--- src/rtl/reg_readback_pkg.sv ---
// reg_readback_pkg: shared state encoding, default widths and frame-length helper
package reg_readback_pkg;

    typedef enum logic [1:0] {IDLE, SHIFT, DONE} state_t;

    localparam int W1_DEF = 4;
    localparam int W2_DEF = 2;

    function automatic int frame_len(input int w1, input int w2, input bit par);
        return w1 + w2 + int'(par);
    endfunction

endpackage

--- src/rtl/reg_readback_serializer_if.sv ---
// reg_readback_serializer_if: request/capture inputs and serial link outputs of the readback path
interface reg_readback_serializer_if #(
    parameter int W1 = 4,
    parameter int W2 = 2
);
    logic          rd_req;
    logic [W1-1:0] rd_q1;
    logic [W2-1:0] rd_q2;
    logic          ser_ready;
    logic          ser_valid;
    logic          ser_data;
    logic          ser_last;
    logic          busy;
    logic          done;

    modport master (
        output rd_req, rd_q1, rd_q2, ser_ready,
        input  ser_valid, ser_data, ser_last, busy, done
    );

    modport slave (
        input  rd_req, rd_q1, rd_q2, ser_ready,
        output ser_valid, ser_data, ser_last, busy, done
    );
endinterface

--- src/rtl/reg_readback_shifter.sv ---
// reg_readback_shifter: snapshot register that shifts toward the bit being sent
module reg_readback_shifter #(
    parameter int N = 6
) (
    input  logic         clk,
    input  logic         reset,
    input  logic         load,
    input  logic         advance,
    input  logic         msb_first,
    input  logic [N-1:0] din,
    output logic         dout
);
    logic [N-1:0] snap;

    // capture on load, shift the sent bit out on each accepted handshake
    always_ff @(posedge clk or posedge reset) begin
        if (reset)
            snap <= '0;
        else if (load)
            snap <= din;
        else if (advance)
            snap <= msb_first ? snap << 1 : snap >> 1;
    end

    assign dout = msb_first ? snap[N-1] : snap[0];
endmodule

--- src/rtl/reg_readback_serializer.sv ---
// reg_readback_serializer: snapshot {rd_q2, rd_q1} on request and send it bit-serially over valid/ready; REG_READBACK_PARITY_EN appends an even-parity bit
module reg_readback_serializer
    import reg_readback_pkg::*;
#(
    parameter int W1        = W1_DEF,
    parameter int W2        = W2_DEF,
    parameter bit MSB_FIRST = 1'b0
) (
    input logic                      clk,
    input logic                      reset,
    reg_readback_serializer_if.slave bus
);
    localparam int N = W1 + W2;
`ifdef REG_READBACK_PARITY_EN
    localparam bit PAR = 1'b1;
`else
    localparam bit PAR = 1'b0;
`endif
    localparam int F  = frame_len(W1, W2, PAR);
    localparam int CW = $clog2(N + 1);

    state_t        state;
    logic [CW-1:0] cnt;
    logic          valid, last, busy, done;
    logic          data_bit, load, advance;

    assign load    = state == IDLE && bus.rd_req;
    assign advance = state == SHIFT && bus.ser_ready;

    reg_readback_shifter #(.N(N)) u_shift (
        .clk       (clk),
        .reset     (reset),
        .load      (load),
        .advance   (advance),
        .msb_first (MSB_FIRST),
        .din       ({bus.rd_q2, bus.rd_q1}),
        .dout      (data_bit)
    );

`ifdef REG_READBACK_PARITY_EN
    logic par_q;

    // parity of the snapshot, taken from the same values that are loaded
    always_ff @(posedge clk or posedge reset) begin
        if (reset)
            par_q <= 1'b0;
        else if (load)
            par_q <= ^{bus.rd_q2, bus.rd_q1};
    end

    assign bus.ser_data = valid & (cnt == CW'(N) ? par_q : data_bit);
`else
    assign bus.ser_data = valid & data_bit;
`endif

    // frame sequencer: IDLE -> SHIFT (one bit per handshake) -> DONE pulse -> IDLE
    always_ff @(posedge clk or posedge reset) begin
        if (reset) begin
            state <= IDLE;
            cnt   <= '0;
            valid <= 1'b0;
            last  <= 1'b0;
            busy  <= 1'b0;
            done  <= 1'b0;
        end else begin
            case (state)
                IDLE: if (bus.rd_req) begin
                    state <= SHIFT;
                    cnt   <= '0;
                    valid <= 1'b1;
                    last  <= F == 1;
                    busy  <= 1'b1;
                end
                SHIFT: if (bus.ser_ready) begin
                    if (cnt == CW'(F - 1)) begin
                        state <= DONE;
                        valid <= 1'b0;
                        last  <= 1'b0;
                        done  <= 1'b1;
                    end else begin
                        cnt  <= cnt + 1'b1;
                        last <= cnt == CW'(F - 2);
                    end
                end
                default: begin
                    state <= IDLE;
                    done  <= 1'b0;
                    busy  <= 1'b0;
                end
            endcase
        end
    end

    assign bus.ser_valid = valid;
    assign bus.ser_last  = last;
    assign bus.busy      = busy;
    assign bus.done      = done;
endmodule

--- src/flat_wrapper.sv ---
// flat-port wrapper written by rule: the top's interface ports become plain ports
module reg_readback_serializer_flat import reg_readback_pkg::*;
#(
    parameter int W1        = W1_DEF,
    parameter int W2        = W2_DEF,
    parameter bit MSB_FIRST = 1'b0
)
  (clk, reset, bus_rd_req, bus_rd_q1, bus_rd_q2, bus_ser_ready, bus_ser_valid, bus_ser_data, bus_ser_last, bus_busy, bus_done);
  reg_readback_serializer_if #(.W1(W1), .W2(W2)) bus_i ();
  input logic clk;
  input logic reset;
  input wire logic [$bits(bus_i.rd_req)-1:0] bus_rd_req;
  input wire logic [$bits(bus_i.rd_q1)-1:0] bus_rd_q1;
  input wire logic [$bits(bus_i.rd_q2)-1:0] bus_rd_q2;
  input wire logic [$bits(bus_i.ser_ready)-1:0] bus_ser_ready;
  output wire logic [$bits(bus_i.ser_valid)-1:0] bus_ser_valid;
  output wire logic [$bits(bus_i.ser_data)-1:0] bus_ser_data;
  output wire logic [$bits(bus_i.ser_last)-1:0] bus_ser_last;
  output wire logic [$bits(bus_i.busy)-1:0] bus_busy;
  output wire logic [$bits(bus_i.done)-1:0] bus_done;
  assign bus_i.rd_req = bus_rd_req;
  assign bus_i.rd_q1 = bus_rd_q1;
  assign bus_i.rd_q2 = bus_rd_q2;
  assign bus_i.ser_ready = bus_ser_ready;
  assign bus_ser_valid = bus_i.ser_valid;
  assign bus_ser_data = bus_i.ser_data;
  assign bus_ser_last = bus_i.ser_last;
  assign bus_busy = bus_i.busy;
  assign bus_done = bus_i.done;
  reg_readback_serializer #(.W1(W1), .W2(W2), .MSB_FIRST(MSB_FIRST)) u_core (.clk(clk), .reset(reset), .bus(bus_i));
endmodule
--- config.mk ---
export PLATFORM = sky130hd
export DESIGN_NAME = reg_readback_serializer_flat
export DESIGN_NICKNAME = d
export VERILOG_FILES = /design/src/rtl/reg_readback_pkg.sv /design/src/rtl/reg_readback_serializer_if.sv /design/src/rtl/reg_readback_shifter.sv /design/src/rtl/reg_readback_serializer.sv /design/src/flat_wrapper.sv
export SDC_FILE = /design/constraint.sdc
export NUM_CORES = 1
export LEC_CHECK = 0
export BUFFER_PORTS_ARGS = -buffer_cell sky130_fd_sc_hd__buf_4
export CAP_MARGIN = 15
export CORE_MARGIN = 3
export CORE_UTILIZATION = 30
export CTS_CLUSTER_SIZE = 12
export DETAILED_ROUTE_END_ITERATION = 12
export GPL_TIMING_DRIVEN = 0
export PLACE_DENSITY = 0.55
export SYNTH_ARGS = -nofsm -noshare
export SYNTH_HDL_FRONTEND = slang
export SYNTH_SLANG_ARGS = --single-unit
export TNS_END_PERCENT = 50
--- constraint.sdc ---
create_clock -name clk -period 4.2 [get_ports clk]
set_input_delay 0 -clock clk [delete_from_list [all_inputs] [get_ports clk]]
set_output_delay 0 -clock clk [all_outputs]
set_load 0.05 [all_outputs]
### Word level (Yosys, flattened, before mapping)

Index checks and enable logic that the tools add are counted.

| word-level totals | value |
|---|---|
| output and inout port bits | 5 |
| register bits after elaboration | 15 |
| memories | 0 |
| ROM bits | 0 |
| latch bits | 0 |
| bits in writable memories | 0 |
| logic and storage cells | 51 |
| bits of input ports | 10 |

| operators by class | value |
|---|---|
| $add $sub $neg | 1 |
| $mul | 0 |
| equality and inequality tests | 7 |
| divide/modulo/power cells | 0 |
| reductions and logical operators | 11 |
| shifts and indexed selects | 0 |
| muxes and demuxes | 22 |
| bitwise gates (word level) | 3 |
| magnitude comparators | 0 |

Operators with widths:

| kind | count |
|---|---|
| 2-to-1 mux 6 bit | 2 |
| 2-to-1 mux 3 bit | 3 |
| AND reduction 3 bit | 3 |
| 2-to-1 mux 1 bit | 8 |
| != test 2 bit (second input constant) | 4 |
| one-hot mux 1 bit (2 select lines) | 4 |
| AND reduction 4 bit | 2 |
| == test 3 bit (second input constant) | 2 |
| 2-to-1 mux 2 bit | 3 |
| one-hot mux 3 bit (2 select lines) | 1 |
| one-hot mux 2 bit (2 select lines) | 1 |
| nonzero test 2 bit | 2 |
| adder 3 x 1 -> 3 bit (second input constant) | 1 |
| == test 2 x 1 -> 1 bit (second input constant) | 1 |
| logical AND 1 bit | 2 |
| zero test 2 bit | 1 |
| NOT 1 bit | 2 |
| AND reduction 2 bit | 1 |
| bitwise AND 1 bit | 1 |

### Depth between registers and ports, before layout

| logic depth | value |
|---|---|
| depth in word-level cells | 4 |
| gate-level depth with buffers | 6 |
| depth with buffers taken out | 6 |

### Modules after synthesis

From an unflattened synthesis, not the netlist that was laid out.

| unflattened totals | value |
|---|---|
| cells, all modules | 89 |
| area total of the unflattened synthesis | 873.3 um^2 |

By module, submodules not included:

| module | area each (um^2) | cells each | instances |
|---|---|---|---|
| reg_readback_serializer | 504.2 | 53 | 1 |
| reg_readback_shifter | 369.1 | 36 | 1 |

### Worst setup path before layout

Ideal clock, no wire load.

| timing path | value |
|---|---|
| kind | flip-flop to flip-flop |
| from | reg u_core.cnt[0] |
| to | reg u_core.cnt[2] |
| library setup time | 124 ps |
| clock period less this slack | 1419 ps |
| data required time | 4076 ps |
| arrival | 1295 ps |
| stages on the path, launching flop included | 6 |
| slack | 2781 ps |
| buffers on the path | 0 |
| cells stage by stage | dfrtp_1 -> ha_1 -> nand2_1 -> nand3_1 -> a21o_1 -> a211o_1 |

| on the way | value |
|---|---|
| cells in the longest elaborated chain, start to end | 4 |
| elaborated cells on any way between the ends | 7 |
| those cells by class | add/sub (1); eq/ne (2); mux (3); reduce/logical (1) |

Ends and longest elaborated chain:

| element | line | text |
|---|---|---|
| from (decl) | reg_readback_serializer.sv:23 | `logic [CW-1:0] cnt;` |
| from (signal assigned) | reg_readback_serializer.sv:81 | `cnt <= cnt + 1'b1;` |
| adder 3 x 1 -> 3 bit | reg_readback_serializer.sv:81 |  |
| 2-to-1 mux 3 bit | reg_readback_serializer.sv:75 | `if (cnt == CW'(F - 1)) begin` |
| 2-to-1 mux 3 bit | reg_readback_serializer.sv:74 | `SHIFT: if (bus.ser_ready) begin` |
| one-hot mux 3 bit (2 select lines) | reg_readback_serializer.sv:66 | `case (state)` |

Several ways; a longest one is shown, not always the timed one. The select of a mux whose other input is x is not followed.
A chain may end at the register's enable or synchronous reset.

### Worst setup path after layout

Same ends and word-level chain as after synthesis.

==> results.tsv <==
stage	metric	value	unit
cts	root_buffer	clkbuf_4	
floorplanning	core_area	2320	sq um
logic_synthesis	synth.most_common_cell	dfrtp_1	
cts	clk_pin_slew	90	ps
critical_path	cp_slowest_cell	dfrtp_1	
timing	max_slew_margin	62.3	%
timing	maxSlewViolCount	0	
timing	finalHoldViolations	0	
pwr	switching_share	43.3	%
logic_synthesis	synth_top_area_share	49.0	%
critical_path	cp.arrival	1750	ps
finish	nNetsFinal	109	
global_route	grt_start_max_net_pins	16	
logic_synthesis	synth.distinct_cells	24	
pwr	internal_power	0.409	mW
logic_synthesis	synth_compound_area_share	20.9	%
placed_design	dp_slack	2650	ps
timing	fin_skew	3.56	ps
floorplanning	initial_core_util	33.0	%
critical_path	cp.required	4380	ps
cts	cts.sinks	15	
finish	diodes	0	
cts	postCtsSetupBuffers	0	
logic_synthesis	synth_fp_nets	88	
cts	cts_buffers	3	
logic_synthesis	async_reset_ff_share	100	%
placed_design	gp_congestion	0.758	
timing	period_needed	1570	ps
logic_synthesis	synth_top_family_by_area	compound AO/OA/AOI/OAI gates	
global_route	antenna_found_initial	0	
placed_design	numPortBuffers	14	
global_route	overflow	0	
global_route	grt_pass1_wl	2570	microns
floorplanning	rows	17	
critical_path	crit_type	reg -> reg	
logic_synthesis	synthFlopType	dfrtp_1	
floorplanning	pin_count	15	
detailed_routing	wl_per_cell	12.1	microns
timing	tns	0	ps
pwr	vdd_drop_max	596	uV
floorplanning	die-width	56.5	microns
timing	finalSetupViolCount	0	
detailed_routing	post_drt_via_cell_ratio	4.98	
pwr	p_leak	0.448	nW
timing	worstMarginPinSlew	565	ps
logic_synthesis	synth_edf_count	0	
floorplanning	die_area	3190	sq um
detailed_routing	vias	613	
cts	insertion_delay	280	ps
logic_synthesis	synth_area_leader_cell	dfrtp_1	
timing	timing.hold.ws	9.26	ps
critical_path	path_max_fanout	6	
timing	min_period_over_period	37.4	%
logic_synthesis	syn_area_per_cell	10.2	sq um
cts	cts_tree	built	
finish	nFillCells	237	
critical_path	endpoint_kind	register	
cts	clockBufferDepth	2	
cts	cts_max_level	1	
cts	cts_resized	0	
finish	regArea	375	sq um
logic_synthesis	synth.top_cells.by_count	dfrtp_1, o22a_1, inv_1, nor2_1, nand2_1	
cts	holdBufCountCts	2	
run	drv_cap	0	
placed_design	dp_hpwl	1070	microns
pwr	power_frac_clock	11.5	%
finish	drive_above_1_share	24.2	%
global_route	grt_pass1_vias	558	
critical_path	slowest_delay	440	ps
detailed_routing	detail_route.iter0.violations	14	
logic_synthesis	synthesis.area	766	sq um
critical_path	crit_chain	ha_1 > nand2_1 > nand3_1 > a21o_1 > a211o_1	
logic_synthesis	synth-simple-area-share	17.6	%
pwr	p_switching	0.312	mW
finish	multiInputGateArea	333	sq um
timing	rsz0062_at_grt	no	
logic_synthesis	yosysWarnings	0	
detailed_routing	antenna_left	0	
detailed_routing	wl	1490	microns
critical_path	start_kind	register	
pwr	seqPwrFrac	35.7	%
detailed_routing	drc	0	
logic_synthesis	synthAdderAreaFrac	4.90	%
min_path	hp-class	in -> reg	
detailed_routing	first_pass_iters	4	
timing	worst_slack	2630	ps
logic_synthesis	yosysSeqAreaShare	49.0	%
logic_synthesis	synthXorXnorAreaFrac	0	%
logic_synthesis	synthCells	75	
timing	max_freq	637	MHz
pwr	power.density	758	nW/um^2
global_route	gr-usage-all-layers	10.4	%
logic_synthesis	synthMuxAreaShare	0	%
finish	syn_to_final_growth	24.3	%
logic_synthesis	synth.area.top_cells	dfrtp_1, o22a_1, ha_1	
outcome	status	finished clean	
floorplanning	die_h	56.5	microns
logic_synthesis	ys_ff_latch	15	
pwr	p_comb_share	52.8	%
==> final cells by class <==
type	count	share of cell area (%)
buffer	4	3.29
clock buffer	4	2.76
inverter	7	2.76
multi-input combinational	49	35.0
sequential	15	39.4
tap	28	3.68
timing repair buffer	16	13.1
==> power groups by stage <==
| stage | clock network [mW] | logic, mW | registers, mW |
|---|---|---|---|
| 2_1_floorplan | 0 | 0.232 | 0.317 |
| 3_3_place_gp | 0 | 0.380 | 0.259 |
| 3_5_place_dp | 0 | 0.381 | 0.259 |
| 4_1_cts | 0.0870 | 0.384 | 0.257 |
| 5_1_grt | 0.0973 | 0.415 | 0.267 |
| 6_report | 0.0830 | 0.381 | 0.257 |
==> state kept, by name, summed over array words and instances, names as in the netlist <==
signal                flops
u_core.state              2
u_core.cnt                3
u_core.u_shift.snap       6
u_core.bus.ser_last       1
u_core.bus.busy           1
u_core.bus.ser_valid      1
u_core.bus.done           1
==> cell usage in the layout (no fill, tap or decap), drive strengths merged, types with 3 or more instances in the layout <==
cell type / Yosys / final
buf: 3 / 17
dfrtp: 15 / 15
o22a: 10 / 10
inv: 7 / 7
nor2: 7 / 7
nand2: 7 / 7
clkbuf: 1 / 5
nand3: 4 / 4
a21oi: 4 / 4
ha: 3 / 3
==> final timing paths <==
path,from,end,slack (ps),cells after the start
setup / recovery,u_core.cnt[0]$_DFFE_PP0P_,u_core.cnt[2]$_DFFE_PP0P_,2630,5
hold / removal,bus_rd_req,u_core.state[0]$_DFFE_PP0P_,9,3
setup reg to reg,u_core.cnt[0]$_DFFE_PP0P_,u_core.cnt[2]$_DFFE_PP0P_,2630,5
hold reg to reg,u_core.bus.done$_DFFE_PP0P_,u_core.bus.done$_DFFE_PP0P_,510,2
max in group asynchronous,reset,u_core.cnt[0]$_DFFE_PP0P_,3510,3
min in group asynchronous,reset,u_core.cnt[1]$_DFFE_PP0P_,320,3
==> critical path, delay by kind of cell (launching register included) <==
family	cells	cell delay, ps
compound gates	2	490
flops	1	440
simple gates	2	280
fa+ha+maj	1	250
==> per-layer routing <==
metal | vias to the layer above | GRT usage (%) | routed length [microns] | share of wire [%]
met3 | 2 | 4.37 | 125 | 8.4
li1 | 300 | - | - | -
met2 | 21 | 15.2 | 630 | 42
met5 | - | 0 | 0 | 0
met4 | 0 | 3.05 | 16 | 1.1
met1 | 290 | 14.0 | 717 | 48
==> logic make-up after synthesis <==
group / after synthesis
and+or+nand+nor: 26
adders and majority gates: 3
DFF: 15
buffers and inverters: 11
AOI/OAI and AO/OA: 20
==> through the flow <==
stage	power, mW	cell area [sq um]	std cells	utilization, %
after global routing	0.779	952	123	41.1
after detailed placement	0.641	906	117	39.1
final	0.721	952	123	41.1
after global placement	0.638	906	117	39.1
after floorplan	0.548	766	75	-
after CTS	0.728	952	123	41.1
No activity file was read; power rests on OpenSTA's default activity.
